<file path="src/rtl/score_recorder_pkg.sv">
// Shared constants and state encoding for the score recorder.
package score_recorder_pkg;

    localparam int MAX_DURATION = 4;   // whole note, in beats
    localparam int LAST_NOTE    = 14;  // highest valid note number
    localparam int REST         = 0;   // rest / empty slot marker

    typedef enum logic [1:0] {
        ST_IDLE = 2'd0,
        ST_HOLD = 2'd1,
        ST_DONE = 2'd2
    } state_e;

endpackage

</file>
<file path="src/rtl/score_recorder_score_ram.sv">
// Score entry storage: one synchronous write port, one combinational read
// port, synchronous zeroing of every slot.
module score_ram #(
    parameter int NOTE_BITS = 4,
    parameter int BEAT_BITS = 5,
    parameter int SLOT_BITS = 4,
    parameter int MAX_NOTES = 16,
    localparam int ENTRY_W  = NOTE_BITS + 2 * BEAT_BITS
) (
    input  logic                 clk,
    input  logic                 zero,
    input  logic                 we,
    input  logic [SLOT_BITS-1:0] waddr,
    input  logic [ENTRY_W-1:0]   wdata,
    input  logic [SLOT_BITS-1:0] rd_index,
    output logic [ENTRY_W-1:0]   rdata
);

    logic [ENTRY_W-1:0] mem_q [MAX_NOTES];
    logic [ENTRY_W-1:0] mem_d [MAX_NOTES];

    // Next contents: a single guarded write, out-of-range addresses ignored.
    always_comb begin
        mem_d = mem_q;
        if (we && (32'(waddr) < MAX_NOTES))
            mem_d[waddr] = wdata;
    end

    // Storage flops with synchronous zeroing.
    always_ff @(posedge clk) begin
        if (zero) mem_q <= '{default: '0};
        else      mem_q <= mem_d;
    end

    // Zero-latency read; indices beyond the array read as empty.
    always_comb begin
        rdata = '0;
        if (32'(rd_index) < MAX_NOTES)
            rdata = mem_q[rd_index];
    end

endmodule

</file>
<file path="src/rtl/score_recorder.sv">
// Beat-synchronous note recorder: merges repeated beats into score entries
// and exposes committed plus live entries on a combinational read port.
module score_recorder
    import score_recorder_pkg::*;
#(
    parameter int NOTE_BITS      = 4,
    parameter int BEAT_BITS      = 5,
    parameter int SLOT_BITS      = 4,
    parameter int MAX_NOTES      = 16,
    parameter int BEATS_PER_PAGE = 16,
    parameter int MAX_DUR        = score_recorder_pkg::MAX_DURATION
) (
    input  logic                 clk,
    input  logic                 reset,
    input  logic                 beat_tick,
    input  logic [NOTE_BITS-1:0] note_in,
    input  logic                 clear,
    input  logic [SLOT_BITS-1:0] rd_index,
    output logic [NOTE_BITS-1:0] rd_note,
    output logic [BEAT_BITS-1:0] rd_start_beat,
    output logic [BEAT_BITS-1:0] rd_duration,
    output logic [SLOT_BITS:0]   note_count,
    output logic [BEAT_BITS-1:0] beat,
    output logic                 page_done,
    output logic                 overflow
);

    localparam int ENTRY_W = NOTE_BITS + 2 * BEAT_BITS;

    state_e                 state_q, state_d;
    logic [BEAT_BITS-1:0]   beat_q, beat_d;
    logic [SLOT_BITS:0]     count_q, count_d;
    logic                   overflow_q, overflow_d;
    logic [NOTE_BITS-1:0]   cur_note_q, cur_note_d;
    logic [BEAT_BITS-1:0]   cur_start_q, cur_start_d;
    logic [BEAT_BITS-1:0]   cur_dur_q, cur_dur_d;

    logic [NOTE_BITS-1:0]   n;
    logic                   commit;
    logic                   we;
    logic [ENTRY_W-1:0]     wentry;
    logic [ENTRY_W-1:0]     ram_rdata;
    logic [ENTRY_W-1:0]     rd_entry;

    // Out-of-range note numbers are rests.
    always_comb begin
        n = NOTE_BITS'(REST);
        if (32'(note_in) >= 1 && 32'(note_in) <= LAST_NOTE)
            n = note_in;
    end

    // Tick processing: merge/commit/start, beat advance, page-end flush.
    always_comb begin
        state_d     = state_q;
        beat_d      = beat_q;
        count_d     = count_q;
        overflow_d  = overflow_q;
        cur_note_d  = cur_note_q;
        cur_start_d = cur_start_q;
        cur_dur_d   = cur_dur_q;
        commit      = 1'b0;
        wentry      = {cur_note_q, cur_start_q, cur_dur_q};
        we          = 1'b0;
        if (beat_tick && state_q != ST_DONE) begin
            if (state_q == ST_HOLD && n == cur_note_q && cur_dur_q < BEAT_BITS'(MAX_DUR)) begin
                cur_dur_d = cur_dur_q + BEAT_BITS'(1);
            end else begin
                if (state_q == ST_HOLD) commit = 1'b1;
                if (n != NOTE_BITS'(REST)) begin
                    state_d     = ST_HOLD;
                    cur_note_d  = n;
                    cur_start_d = beat_q;
                    cur_dur_d   = BEAT_BITS'(1);
                end else begin
                    state_d     = ST_IDLE;
                    cur_note_d  = '0;
                    cur_start_d = '0;
                    cur_dur_d   = '0;
                end
            end
            beat_d = beat_q + BEAT_BITS'(1);
            // Last beat: flush whatever is held; only one commit fits, so a
            // note that would start here after a commit is not recorded.
            if (beat_q == BEAT_BITS'(BEATS_PER_PAGE - 1)) begin
                if (!commit && state_d == ST_HOLD) begin
                    commit = 1'b1;
                    wentry = {cur_note_d, cur_start_d, cur_dur_d};
                end
                state_d     = ST_DONE;
                cur_note_d  = '0;
                cur_start_d = '0;
                cur_dur_d   = '0;
            end
            if (commit) begin
                if (count_q == (SLOT_BITS+1)'(MAX_NOTES)) begin
                    overflow_d = 1'b1;
                end else begin
                    we      = 1'b1;
                    count_d = count_q + (SLOT_BITS+1)'(1);
                end
            end
        end
    end

    // FSM and counters; clear behaves exactly like reset and beats a tick.
    always_ff @(posedge clk) begin
        if (reset || clear) begin
            state_q     <= ST_IDLE;
            beat_q      <= '0;
            count_q     <= '0;
            overflow_q  <= 1'b0;
            cur_note_q  <= '0;
            cur_start_q <= '0;
            cur_dur_q   <= '0;
        end else begin
            state_q     <= state_d;
            beat_q      <= beat_d;
            count_q     <= count_d;
            overflow_q  <= overflow_d;
            cur_note_q  <= cur_note_d;
            cur_start_q <= cur_start_d;
            cur_dur_q   <= cur_dur_d;
        end
    end

    score_ram #(
        .NOTE_BITS (NOTE_BITS),
        .BEAT_BITS (BEAT_BITS),
        .SLOT_BITS (SLOT_BITS),
        .MAX_NOTES (MAX_NOTES)
    ) u_ram (
        .clk      (clk),
        .zero     (reset || clear),
        .we       (we),
        .waddr    (count_q[SLOT_BITS-1:0]),
        .wdata    (wentry),
        .rd_index (rd_index),
        .rdata    (ram_rdata)
    );

    // Read mux: committed slot, else the growing live entry, else empty.
    always_comb begin
        rd_entry = '0;
        if ({1'b0, rd_index} < count_q)
            rd_entry = ram_rdata;
        else if ({1'b0, rd_index} == count_q && state_q == ST_HOLD)
            rd_entry = {cur_note_q, cur_start_q, cur_dur_q};
    end

    assign {rd_note, rd_start_beat, rd_duration} = rd_entry;
    assign note_count = count_q;
    assign beat       = beat_q;
    assign page_done  = (state_q == ST_DONE);
    assign overflow   = overflow_q;

endmodule
</file>
<file path="config.mk">
export PLATFORM = sky130hd
export DESIGN_NAME = score_recorder
export DESIGN_NICKNAME = d
export VERILOG_FILES = /design/src/rtl/score_recorder_pkg.sv /design/src/rtl/score_recorder_score_ram.sv /design/src/rtl/score_recorder.sv
export SDC_FILE = /design/constraint.sdc
export NUM_CORES = 1
export LEC_CHECK = 0
export CORE_MARGIN = 2
export CORE_UTILIZATION = 45
export DETAILED_ROUTE_END_ITERATION = 6
export DONT_BUFFER_PORTS = 1
export HOLD_SLACK_MARGIN = 0.15
export PLACE_DENSITY = 0.66
export SYNTH_ARGS = -nofsm -noshare
export SYNTH_HDL_FRONTEND = slang
export SYNTH_SLANG_ARGS = --single-unit
</file>
<file path="constraint.sdc">
create_clock -name clk -period 6.1 [get_ports clk]
set_input_delay 0.915 -clock clk [delete_from_list [all_inputs] [get_ports clk]]
set_output_delay 0.915 -clock clk [all_outputs]
set_load 0.005 [all_outputs]
</file>
==> run_results.csv <==
group,metric,value,unit
status,status,"completed",
clocking,cts.htree.levels,1,
timing,worstMarginPinSlew,1.243,ns
timing,fmax,0.2563,GHz
cells_and_area,multi_input_area,0.005769,mm²
floorplan,core_area,0.02446,mm²
logic_synthesis,synth-async-reset-ratio,0,%
clocking,holdBufCountCts,0,
cells_and_area,final-seq-area,0.005025,mm²
critical_path,crit_type,"reg2out",
critical_path,path_buf_inv,2,
cells_and_area,drive_above_1_share,14.36,%
logic_synthesis,synth_flop_cell,"dfxtp_1",
floorplan,initial_core_util,46.14,%
critical_path,crit_chain,"inv_1, ha_1, nand3_1, nor4_2, buf_4, nand2_1, o21ai_0",
clocking,clk_latency,0.53,ns
critical_path,startpoint_type,"flip-flop",
placement,dp_hpwl,18270,µm
logic_synthesis,syn_area,0.01129,mm²
critical_path,cpPeakStageDelay,0.55,ns
critical_path,critPathTopFamily,"simple AND/OR/NAND/NOR gates",
min_path,hp-class,"reg2reg",
route,firstDrtPassIters,5,
pwr,clkPwrFrac,48.7,%
clocking,cts.repair.resized,0,
timing,min_period,3.902,ns
floorplan,die_height,162.4,µm
placement,dpl.cell_count,1391,
pwr,p_per_area,277.3,mW/mm²
timing,fin_crit_sh,63.96,%
timing,hold_ws,0.4569,ns
placement,post_dp_cell_area,0.01136,mm²
timing,fin_worst_skew,0.01054,ns
clocking,postCtsSetupRepairBufs,0,
cells_and_area,fin_cells,1438,
critical_path,endpoint_kind,"output pin",
logic_synthesis,synth.distinct_cells,56,
clocking,cts_buffer_depth,3,
critical_path,worstPathMaxFanout,10,
floorplan,core.rowCount,57,
clocking,clock_sinks,251,
timing,final_max_slew_viol_count,0,
global_routing,grt_max_degree,70,
route,totalWireLength,29490,µm
cells_and_area,final_area,0.01226,mm²
pwr,power,3.400,mW
floorplan,io-pin-count,38,
cells_and_area,fillers,2190,
critical_path,worstPathArrival,2.99,ns
clocking,cts-root-buf,"clkbuf_16",
critical_path,r2r_start,"beat[1]",
floorplan,die_area,0.02636,mm²
logic_synthesis,ys_seq_elements,251,
pwr,internal_power,2.676,mW
pwr,ir_drop,203.4,µV
cells_and_area,syn2layout_area_growth,8.648,%
logic_synthesis,avgSynthCellArea,9.696,µm²
clocking,clkTransAtPathRegs,0.06,ns
min_path,hold_start,"u_ram.mem_q[182]",
timing,max_slew_margin,16.61,%
logic_synthesis,ys_seq_area_share,44.52,%
logic_synthesis,synth_top_area_share,44.52,%
timing,final.setup.tns,0,ns
critical_path,cp_slowest_cell,"dfxtp_1",
cells_and_area,nets,1119,
timing,rsz0062_at_grt,"false",
pwr,power_frac_comb,2.9,%
logic_synthesis,syn_nets,1187,
placement,io_buffers,0,
pwr,cellLeakagePower,4.039,nW
global_routing,globalRoute.totalOverflow,0,
floorplan,chipWidth,162.4,µm
clocking,cts_tree,"built",
route,wl_per_cell,20.51,µm
clocking,cts_made_buffers,27,
route,num_vias,8726,
timing,setup_violations,0,
timing,finalHoldViolCount,0,
global_routing,track_usage,22.66,%
logic_synthesis,synth_edf_count,0,
pwr,seqPwrFrac,48.4,%
logic_synthesis,synth.area.top_cells,"dfxtp_1 45%, mux4_2 14%, nand3_1 7.6%, o21ai_0 7.1%, nand2_1 3.5%",
route,viasPerCell,6.068,
logic_synthesis,yosysTopAreaCell,"dfxtp_1",
logic_synthesis,synthCells,1164,
placement,routabilityCongestion,0.8711,
global_routing,antenna_found_initial,0,
global_routing,grt_pass1_vias,8376,
cells_and_area,num_antenna_cells,0,
route,drt-initial-drc-count,742,
run,drv_cap,0,
critical_path,worstSetupStartpoint,"note_count[2]",
critical_path,required,5.18,ns
pwr,p_sw,724.4,µW
route,antenna_left,0,
route,drt_drc_violations_left,0,
pwr,switching_share,21.31,%
logic_synthesis,yosysWarnings,0,
global_routing,grt_pass1_wl,47330,µm
## layer usage
metal / wire [µm] / vias to the layer above / track usage, %
met5: 0 / - / 0
met4: 634 / 0 / 6.275
met3: 1752 / 43 / 2.801
met2: 14250 / 275 / 38.34
met1: 12850 / 4269 / 30.78
li1: - / 4139 / -
## path summary, 6_finish.rpt
path / end / slack, ns / cells past startpoint
hold reg to reg: u_ram.mem_q[182] / 0.46 / 2
setup reg to reg: u_ram.mem_q[113] / 2.30 / 10
hold / removal: u_ram.mem_q[182] / 0.46 / 2
setup / recovery: rd_start_beat[3] / 2.20 / 7
## metrics by stage
step                setup slack (ns)  utilization, %
floorplan                      2.089               -
global placement               2.346           46.44
detailed placement             2.293           46.44
CTS                            2.210           50.13
global route                   2.046           50.13
finish                         2.198           50.13
## power by group through the flow
stage,clock network [mW],logic (mW),registers [mW]
global route,1.74,0.106,1.65
global placement,0,0.0977,1.68
detailed placement,0,0.0982,1.68
floorplan,0,0.105,1.68
finish,1.65,0.0989,1.65
CTS,1.68,0.0983,1.65
## flip-flops by register name (all words and copies together), names as in the netlist
register	flops
u_ram.mem_q	224
beat	5
cur_dur_q	5
cur_start_q	5
note_count	5
cur_note_q	4
state_q	2
overflow	1
## cell usage after synthesis (6+ instances only)
| master | n |
|---|---|
| ha_1 | 11 |
| buf_2 | 17 |
| nand3_1 | 171 |
| nor2b_1 | 6 |
| o21ai_0 | 160 |
| buf_1 | 23 |
| mux4_2 | 70 |
| inv_1 | 13 |
| o21ai_1 | 41 |
| clkbuf_1 | 64 |
| a21oi_1 | 39 |
| a22oi_1 | 12 |
| nand2_1 | 104 |
| o31ai_1 | 7 |
| and3_1 | 12 |
| nor2_1 | 28 |
| dfxtp_1 | 251 |
| and2_1 | 7 |
| a22o_1 | 13 |
| mux2i_1 | 37 |
## layout make-up
class	instances	share of cell area (%)
repair buffers	15	0.9184
flip-flops and latches	251	40.98
inverters	13	0.3980
multi-input cells	788	47.05
clock buffers	36	6.194
clock inverters	11	1.153
well taps	324	3.306
## logic make-up after synthesis
logic type                 Yosys count  share of synthesized area (%)
muxes                              110                          17.64
AOI/OAI and AO/OA                  298                          15.60
DFF                                251                          44.52
adders and majority gates           12                          1.319
buffers and inverters              125                          4.656
and+or+nand+nor                    361                          15.72
xor gates and xnor gates             7                         0.5432
## cell usage in the layout, fill, tap and decap left out, types with 4 or more instances in the layout
master | netlist | routed
a22oi_1 | 12 | 9
dfxtp_1 | 251 | 251
a22o_1 | 13 | 13
o31ai_1 | 7 | 6
nand4_1 | 4 | 4
or2_2 | 4 | 4
and2_1 | 7 | 7
nor4_2 | 3 | 4
o21ai_1 | 41 | 41
inv_1 | 13 | 13
nand2b_1 | 5 | 5
ha_1 | 11 | 11
a21oi_1 | 39 | 39
clkbuf_1 | 64 | 4
a22oi_2 | 4 | 7
clkinv_2 | 0 | 5
mux4_2 | 70 | 70
buf_4 | 5 | 15
a32oi_1 | 5 | 5
clkbuf_8 | 0 | 5
xnor2_1 | 4 | 4
nor2_1 | 28 | 27
mux2i_1 | 37 | 37
and3_1 | 12 | 12
nor2b_1 | 6 | 6
nand3_1 | 171 | 171
o21ai_0 | 160 | 160
nand2_1 | 104 | 104
clkbuf_16 | 0 | 27
## tightest hold or removal path: stages (launching register included)
cell	delay, ns
dfxtp_1	0.31
nand2_1	0.05
mux2i_1	0.05
No activity file was read; power rests on OpenSTA's default activity.
